### src/rtl/operand_collector.sv
// Operand collector: per-entry staging of up to two RF source operands,
// with round-robin dispatch of complete entries to the execution unit.
module operand_collector #(
  parameter int NUM_OC = 8,
  parameter int DATA_W = 256,
  parameter int WARP_W = 3,
  parameter int OP_W   = 5,
  parameter int ROW_W  = 3
) (
  input  logic              clk,
  input  logic              rst,
  input  logic              alloc_valid,
  output logic              alloc_ready,
  output logic [2:0]        alloc_idx,
  input  logic [WARP_W-1:0] alloc_warp,
  input  logic [OP_W-1:0]   alloc_opcode,
  input  logic [ROW_W-1:0]  alloc_dst_row,
  input  logic              alloc_two_src,
  input  logic              rf_rd_valid,
  input  logic [3:0]        rf_rd_ocid,
  input  logic [DATA_W-1:0] rf_rd_data,
  output logic              disp_valid,
  input  logic              disp_ready,
  output logic [2:0]        disp_idx,
  output logic [WARP_W-1:0] disp_warp,
  output logic [OP_W-1:0]   disp_opcode,
  output logic [ROW_W-1:0]  disp_dst_row,
  output logic [DATA_W-1:0] disp_src1,
  output logic [DATA_W-1:0] disp_src2,
  output logic [3:0]        free_cnt,
  output logic              err_stray
);

  typedef enum logic [1:0] {S_FREE, S_WAIT, S_READY, S_ISSUED} oc_state_e;

  oc_state_e         state_q [NUM_OC];
  oc_state_e         state_d [NUM_OC];
  logic [1:0]        need_q  [NUM_OC];
  logic [1:0]        need_d  [NUM_OC];
  logic [WARP_W-1:0] warp_q  [NUM_OC];
  logic [OP_W-1:0]   op_q    [NUM_OC];
  logic [ROW_W-1:0]  dst_q   [NUM_OC];
  logic              two_q   [NUM_OC];
  logic [DATA_W-1:0] src1_q  [NUM_OC];
  logic [DATA_W-1:0] src2_q  [NUM_OC];

  logic [2:0]        rr_ptr;
  logic [NUM_OC-1:0] free_vec;
  logic [NUM_OC-1:0] elig_vec;
  logic              alloc_fire;
  logic              disp_fire;
  logic              rf_slot;
  logic [2:0]        rf_idx;
  logic              rf_hit;
  logic              arb_load;
  logic              pick_found;
  logic [2:0]        pick_idx;
  logic [2:0]        rr_next;
  logic [3:0]        scan_sum;
  logic [2:0]        scan_idx;
  logic [3:0]        free_nxt;

  // An entry whose last operand landed on the previous edge is already
  // eligible, so it dispatches on the same edge it would turn READY.
  always_comb begin
    free_vec = '0;
    elig_vec = '0;
    for (int i = 0; i < NUM_OC; i++) begin
      free_vec[i] = (state_q[i] == S_FREE);
      elig_vec[i] = (state_q[i] == S_READY) ||
                    ((state_q[i] == S_WAIT) && (need_q[i] == 2'b00));
    end
  end

  always_comb begin
    alloc_idx = '0;
    for (int i = NUM_OC - 1; i >= 0; i--) begin
      if (free_vec[i]) alloc_idx = 3'(i);
    end
  end

  assign alloc_ready = |free_vec;
  assign alloc_fire  = alloc_valid && alloc_ready;
  assign disp_fire   = disp_valid && disp_ready;

  assign rf_slot = rf_rd_ocid[3];
  assign rf_idx  = rf_rd_ocid[2:0];
  assign rf_hit  = rf_rd_valid && ({1'b0, rf_idx} < 4'(NUM_OC)) &&
                   (state_q[rf_idx] == S_WAIT) && need_q[rf_idx][rf_slot];

  // Round-robin scan: first eligible entry at or after rr_ptr, wrapping.
  always_comb begin
    arb_load   = !disp_valid || disp_ready;
    pick_found = 1'b0;
    pick_idx   = '0;
    scan_sum   = '0;
    scan_idx   = '0;
    for (int k = 0; k < NUM_OC; k++) begin
      scan_sum = {1'b0, rr_ptr} + 4'(k);
      if (scan_sum >= 4'(NUM_OC)) scan_sum = scan_sum - 4'(NUM_OC);
      scan_idx = scan_sum[2:0];
      if (!pick_found && elig_vec[scan_idx]) begin
        pick_found = 1'b1;
        pick_idx   = scan_idx;
      end
    end
    rr_next = (pick_idx == 3'(NUM_OC - 1)) ? 3'd0 : pick_idx + 3'd1;
  end

  // NOTE: combinational next-state logic copies the current state first so
  // every path assigns every element and no latch can be inferred.
  always_comb begin
    for (int i = 0; i < NUM_OC; i++) begin
      state_d[i] = state_q[i];
      need_d[i]  = need_q[i];
      if ((state_q[i] == S_WAIT) && (need_q[i] == 2'b00)) state_d[i] = S_READY;
    end
    if (alloc_fire) begin
      state_d[alloc_idx] = S_WAIT;
      need_d[alloc_idx]  = {alloc_two_src, 1'b1};
    end
    if (rf_hit) need_d[rf_idx][rf_slot] = 1'b0;
    if (disp_fire) state_d[disp_idx] = S_FREE;
    if (arb_load && pick_found) state_d[pick_idx] = S_ISSUED;
  end

  always_comb begin
    free_nxt = '0;
    for (int i = 0; i < NUM_OC; i++) begin
      free_nxt = free_nxt + 4'(state_d[i] == S_FREE);
    end
  end

  always_ff @(posedge clk or negedge rst) begin
    if (!rst) begin
      for (int i = 0; i < NUM_OC; i++) begin
        state_q[i] <= S_FREE;
        need_q[i]  <= 2'b00;
      end
      rr_ptr     <= '0;
      disp_valid <= 1'b0;
      disp_idx   <= '0;
      free_cnt   <= 4'(NUM_OC);
      err_stray  <= 1'b0;
    end else begin
      for (int i = 0; i < NUM_OC; i++) begin
        state_q[i] <= state_d[i];
        need_q[i]  <= need_d[i];
      end
      if (arb_load) begin
        disp_valid <= pick_found;
        disp_idx   <= pick_found ? pick_idx : 3'd0;
        if (pick_found) rr_ptr <= rr_next;
      end
      free_cnt <= free_nxt;
      if (rf_rd_valid && !rf_hit) err_stray <= 1'b1;
    end
  end

  // NOTE: payload storage has no reset; entry state and need masks gate
  // every read, so stale contents are never observed.
  always_ff @(posedge clk) begin
    if (alloc_fire) begin
      warp_q[alloc_idx] <= alloc_warp;
      op_q[alloc_idx]   <= alloc_opcode;
      dst_q[alloc_idx]  <= alloc_dst_row;
      two_q[alloc_idx]  <= alloc_two_src;
    end
    if (rf_hit) begin
      if (rf_slot) src2_q[rf_idx] <= rf_rd_data;
      else         src1_q[rf_idx] <= rf_rd_data;
    end
  end

  // The issued entry cannot be written until freed, so the bundle is stable
  // for as long as the consumer stalls.
  assign disp_warp    = disp_valid ? warp_q[disp_idx] : '0;
  assign disp_opcode  = disp_valid ? op_q[disp_idx]   : '0;
  assign disp_dst_row = disp_valid ? dst_q[disp_idx]  : '0;
  assign disp_src1    = disp_valid ? src1_q[disp_idx] : '0;
  assign disp_src2    = (disp_valid && two_q[disp_idx]) ? src2_q[disp_idx] : '0;

endmodule

### config.mk
export PLATFORM = sky130hd
export DESIGN_NAME = operand_collector
export DESIGN_NICKNAME = d
export VERILOG_FILES = /design/src/rtl/operand_collector.sv
export SDC_FILE = /design/constraint.sdc
export NUM_CORES = 2
export LEC_CHECK = 0
export ABC_AREA = 1
export CORE_ASPECT_RATIO = 0.7
export CORE_MARGIN = 1
export CORE_UTILIZATION = 35
export CTS_BUF_LIST = sky130_fd_sc_hd__clkbuf_16
export DETAILED_ROUTE_END_ITERATION = 7
export DONT_BUFFER_PORTS = 1
export PLACE_DENSITY_LB_ADDON = 0.08
export SYNTH_ARGS = -nofsm -noshare
export SYNTH_HDL_FRONTEND = slang
export SYNTH_MEMORY_MAX_BITS = 65536
export SYNTH_SLANG_ARGS = --single-unit
### constraint.sdc
create_clock -name clk -period 25.3 [get_ports clk]
set_input_delay 2.53 -clock clk [delete_from_list [all_inputs] [get_ports clk]]
set_output_delay 2.53 -clock clk [all_outputs]
set_load 0.02 [all_outputs]
==> results_dict.tcl <==
set metrics [dict create \
    run_status "complete, but fails checks" \
    violations "DRC" \
    cp-start-kind "flip-flop" \
    cts_resized 0 \
    cp-end-kind "output port" \
    drtIter0Drc 8473 \
    antenna_found_initial 13 \
    leakage_nw 58.8 \
    yosysUniqueCellTypes 46 \
    grt_overflow 0 \
    clk_latency_ps 1000 \
    cts_hold_repair.buffers 0 \
    io_pins 813 \
    crit_family "buffers and inverters" \
    cts_tree "yes" \
    synthToLayoutAreaGrowth_pct 13.6 \
    layout.nets 11600 \
    start_util_pct 35.2 \
    dpl_cell_area_sq_mm 0.172 \
    fp.dieH_microns 573 \
    crit_chain "buf_4 > buf_4 > buf_4 > buf_4 > buf_4 > nand2_1 > a32o_1 > nor4_1" \
    p_per_area_mw_per_mm2 118 \
    crit_fanout 70 \
    coreArea_sq_mm 0.463 \
    synth_cells 11200 \
    final-seq-area_sq_mm 0.127 \
    critPathSlowestCell "nor4_1" \
    setup_viol 0 \
    critical_path_class "reg2out" \
    holdCritPathClass "reg2reg" \
    synth.net_count 11500 \
    fmax_ghz 0.107 \
    slew_headroom_pct 11.1 \
    clock-root-buffer "clkbuf_16" \
    final_core_util_pct 40.0 \
    drive_above_1_share_pct 9.47 \
    syn_area_sq_mm 0.163 \
    drtPass1Iterations 8 \
    ys_ff_latch 4236 \
    clk_path_buf_depth 4 \
    fin_crit_sh_pct 37.1 \
    cpMostUsedCell "buf_4" \
    syn_avg_cell_area_sq_um 14.5 \
    dpl.hpwl_microns 284000 \
    multi_input_area_sq_mm 0.0332 \
    wl_per_cell_microns 29.4 \
    grt_first_pass_wirelength_microns 738000 \
    track_usage_pct 21.6 \
    slowest_delay_ps 1050 \
    fin_ws_ps 15910 \
    whs_ps 570 \
    avgViaCountPerCell 5.35 \
    portBuffers 0 \
    vias 95800 \
    peakVddDrop_v 0.000126 \
    clk_pin_slew_ps 60 \
    finalHoldViolations 0 \
    maxCapViolCount 0 \
    synthArstFlopShare_pct 1.04 \
    clock_sinks 4236 \
    finalSetupTns_ps 0 \
    slew_violations 0 \
    drc 72 \
    rows 209 \
    crit_buf_inv 5 \
    die_w_microns 817 \
    h-tree-depth 5 \
    crit_required_ps 22770 \
    grt_max_degree 204 \
    clock_skew_ps 34.8 \
    fin_crit_ps 9390 \
    ant_nets 0 \
    ys_seq_area_share_pct 78.0 \
    routed_wl_microns 525000 \
    cts_buffers 431 \
    synthFlopType "edfxtp_1" \
    fin_area_sq_mm 0.185 \
    place_ws_ps 16900 \
    rsz0062_at_grt "no" \
    worst_pin_slew_ps 1320 \
    grt_pass1_vias 94800 \
    fillers 42600 \
    crit_arrival_ps 6860 \
    cts_setup_buffers 0 \
    yosysWarnings 0 \
    place_congestion 0.851 \
    synth_edf_count 4192 \
    dieArea_sq_mm 0.468 \
]
[per-layer routing]
layer	GRT usage, %	wire length, microns	vias up	part of all wire [%]
met4	5.18	12900	0	2.4
met3	4.11	31200	656	5.9
met5	0	0	-	0
met2	35.7	250000	2490	48
li1	-	-	42800	-
met1	29.7	231000	49800	44
[final timing paths]
check,startpoint,to,slack (ps),depth (start not counted)
min in group asynchronous,rst,state_q[11],1230,0
min,need_q[8],need_q[8],570,2
max reg2reg,rr_ptr[1],free_cnt[1],19560,25
min reg2reg,need_q[8],need_q[8],570,2
max in group asynchronous,rst,free_cnt[3],23880,0
max,disp_idx[0],disp_src2[128],15910,8
[power by group]
| group | internal, W | leakage [nW] | switching [W] |
|---|---|---|---|
| sequential | 0.00783 | 38.2 | 0.0000773 |
| clock | 0.00346 | 6.93 | 0.00276 |
| combinational | 0.00193 | 13.7 | 0.00583 |
[Yosys cell counts, types with 2 or more instances]
| library cell | n | area, sq um |
|---|---|---|
| nand3_1 | 53 | 265 |
| nand4_4 | 2 | 42.5 |
| nand4_1 | 5 | 31.3 |
| nor4_1 | 255 | 1600 |
| buf_2 | 61 | 305 |
| ha_1 | 6 | 75.1 |
| edfxtp_1 | 4192 | 126000 |
| o22ai_1 | 16 | 100 |
| nor2_2 | 4 | 25.0 |
| fa_1 | 4 | 80.1 |
| buf_4 | 2 | 15.0 |
| o2111ai_1 | 2 | 17.5 |
| o21ai_0 | 1104 | 5530 |
| dfrtp_1 | 43 | 1080 |
| inv_1 | 84 | 315 |
| a221oi_1 | 4 | 35.0 |
| nand2_2 | 10 | 62.6 |
| nand2_1 | 1920 | 7210 |
| a41oi_1 | 268 | 2350 |
| o21bai_1 | 3 | 22.5 |
| nor3_1 | 8 | 40.0 |
| inv_2 | 9 | 33.8 |
| nor2_1 | 611 | 2290 |
| a21oi_1 | 782 | 3910 |
| o21a_1 | 804 | 6040 |
| o21ai_1 | 2 | 10.0 |
| a32o_1 | 255 | 2550 |
| nor2_4 | 3 | 33.8 |
| clkbuf_1 | 650 | 2440 |
| buf_6 | 2 | 22.5 |
| o21ai_2 | 3 | 26.3 |
| buf_1 | 44 | 165 |
| nand3_2 | 13 | 130 |
[final cells by class]
type,instances,share of cell area [%]
timing repair buffer,388,1.73
antenna,5,0.00676
inverter,94,0.200
tap,6224,4.21
multi-input combinational,6147,17.9
clock inverter,351,1.37
sequential,4236,68.6
clock buffer,440,5.95
[worst min-delay path: cells and delay by family (launching register included)]
| family | cells | cell delay, ps |
|---|---|---|
| AO/OA/AOI/OAI | 1 | 120 |
| buffers and inverters | 1 | 70 |
| flip-flops | 1 | 350 |
[cell usage in the layout (no fill, tap or decap), types with 5 or more instances in the layout]
cell,instances
a21oi_1,782
a32o_1,255
a41oi_1,263
a41oi_2,5
buf_12,23
buf_4,361
bufinv_16,31
clkbuf_16,440
clkinv_1,134
clkinv_16,5
clkinv_2,74
clkinvlp_4,13
dfrtp_1,42
diode_2,5
edfxtp_1,4192
ha_1,6
inv_1,162
inv_2,7
inv_6,5
nand2_1,1919
nand2_2,10
nand3_1,53
nand3_2,13
nand4_1,5
nor2_1,592
nor2_4,22
nor3_1,8
nor4_1,196
nor4_2,58
o21a_1,804
o21ai_0,1104
o22ai_1,16
[sequential cells by signal, indices dropped and copies added (netlist names)]
register / cells
two_q: 8
dst_q: 24
src2_q: 2048
free_cnt: 4
src1_q: 2048
rr_ptr: 3
err_stray: 1
state_q: 16
op_q: 40
disp_valid: 1
need_q: 16
warp_q: 24
disp_idx: 3
[cell families after synthesis]
kind of cell	count (synthesis)	synth area share, %
compound gates	3246	12.7
fa+ha+maj	10	0.0953
simple gates	2887	7.22
xor+xnor	4	0.0307
buf+inv	854	2.04
flops	4236	78.0
[stage by stage]
step,instances,power (W)
2_1_floorplan,11200,0.0128
3_3_place_gp,17100,0.0159
3_5_place_dp,17100,0.0159
4_1_cts,17900,0.0222
5_1_grt,17900,0.0229
6_report,17900,0.0219
Power figures use the tool's default switching activity.
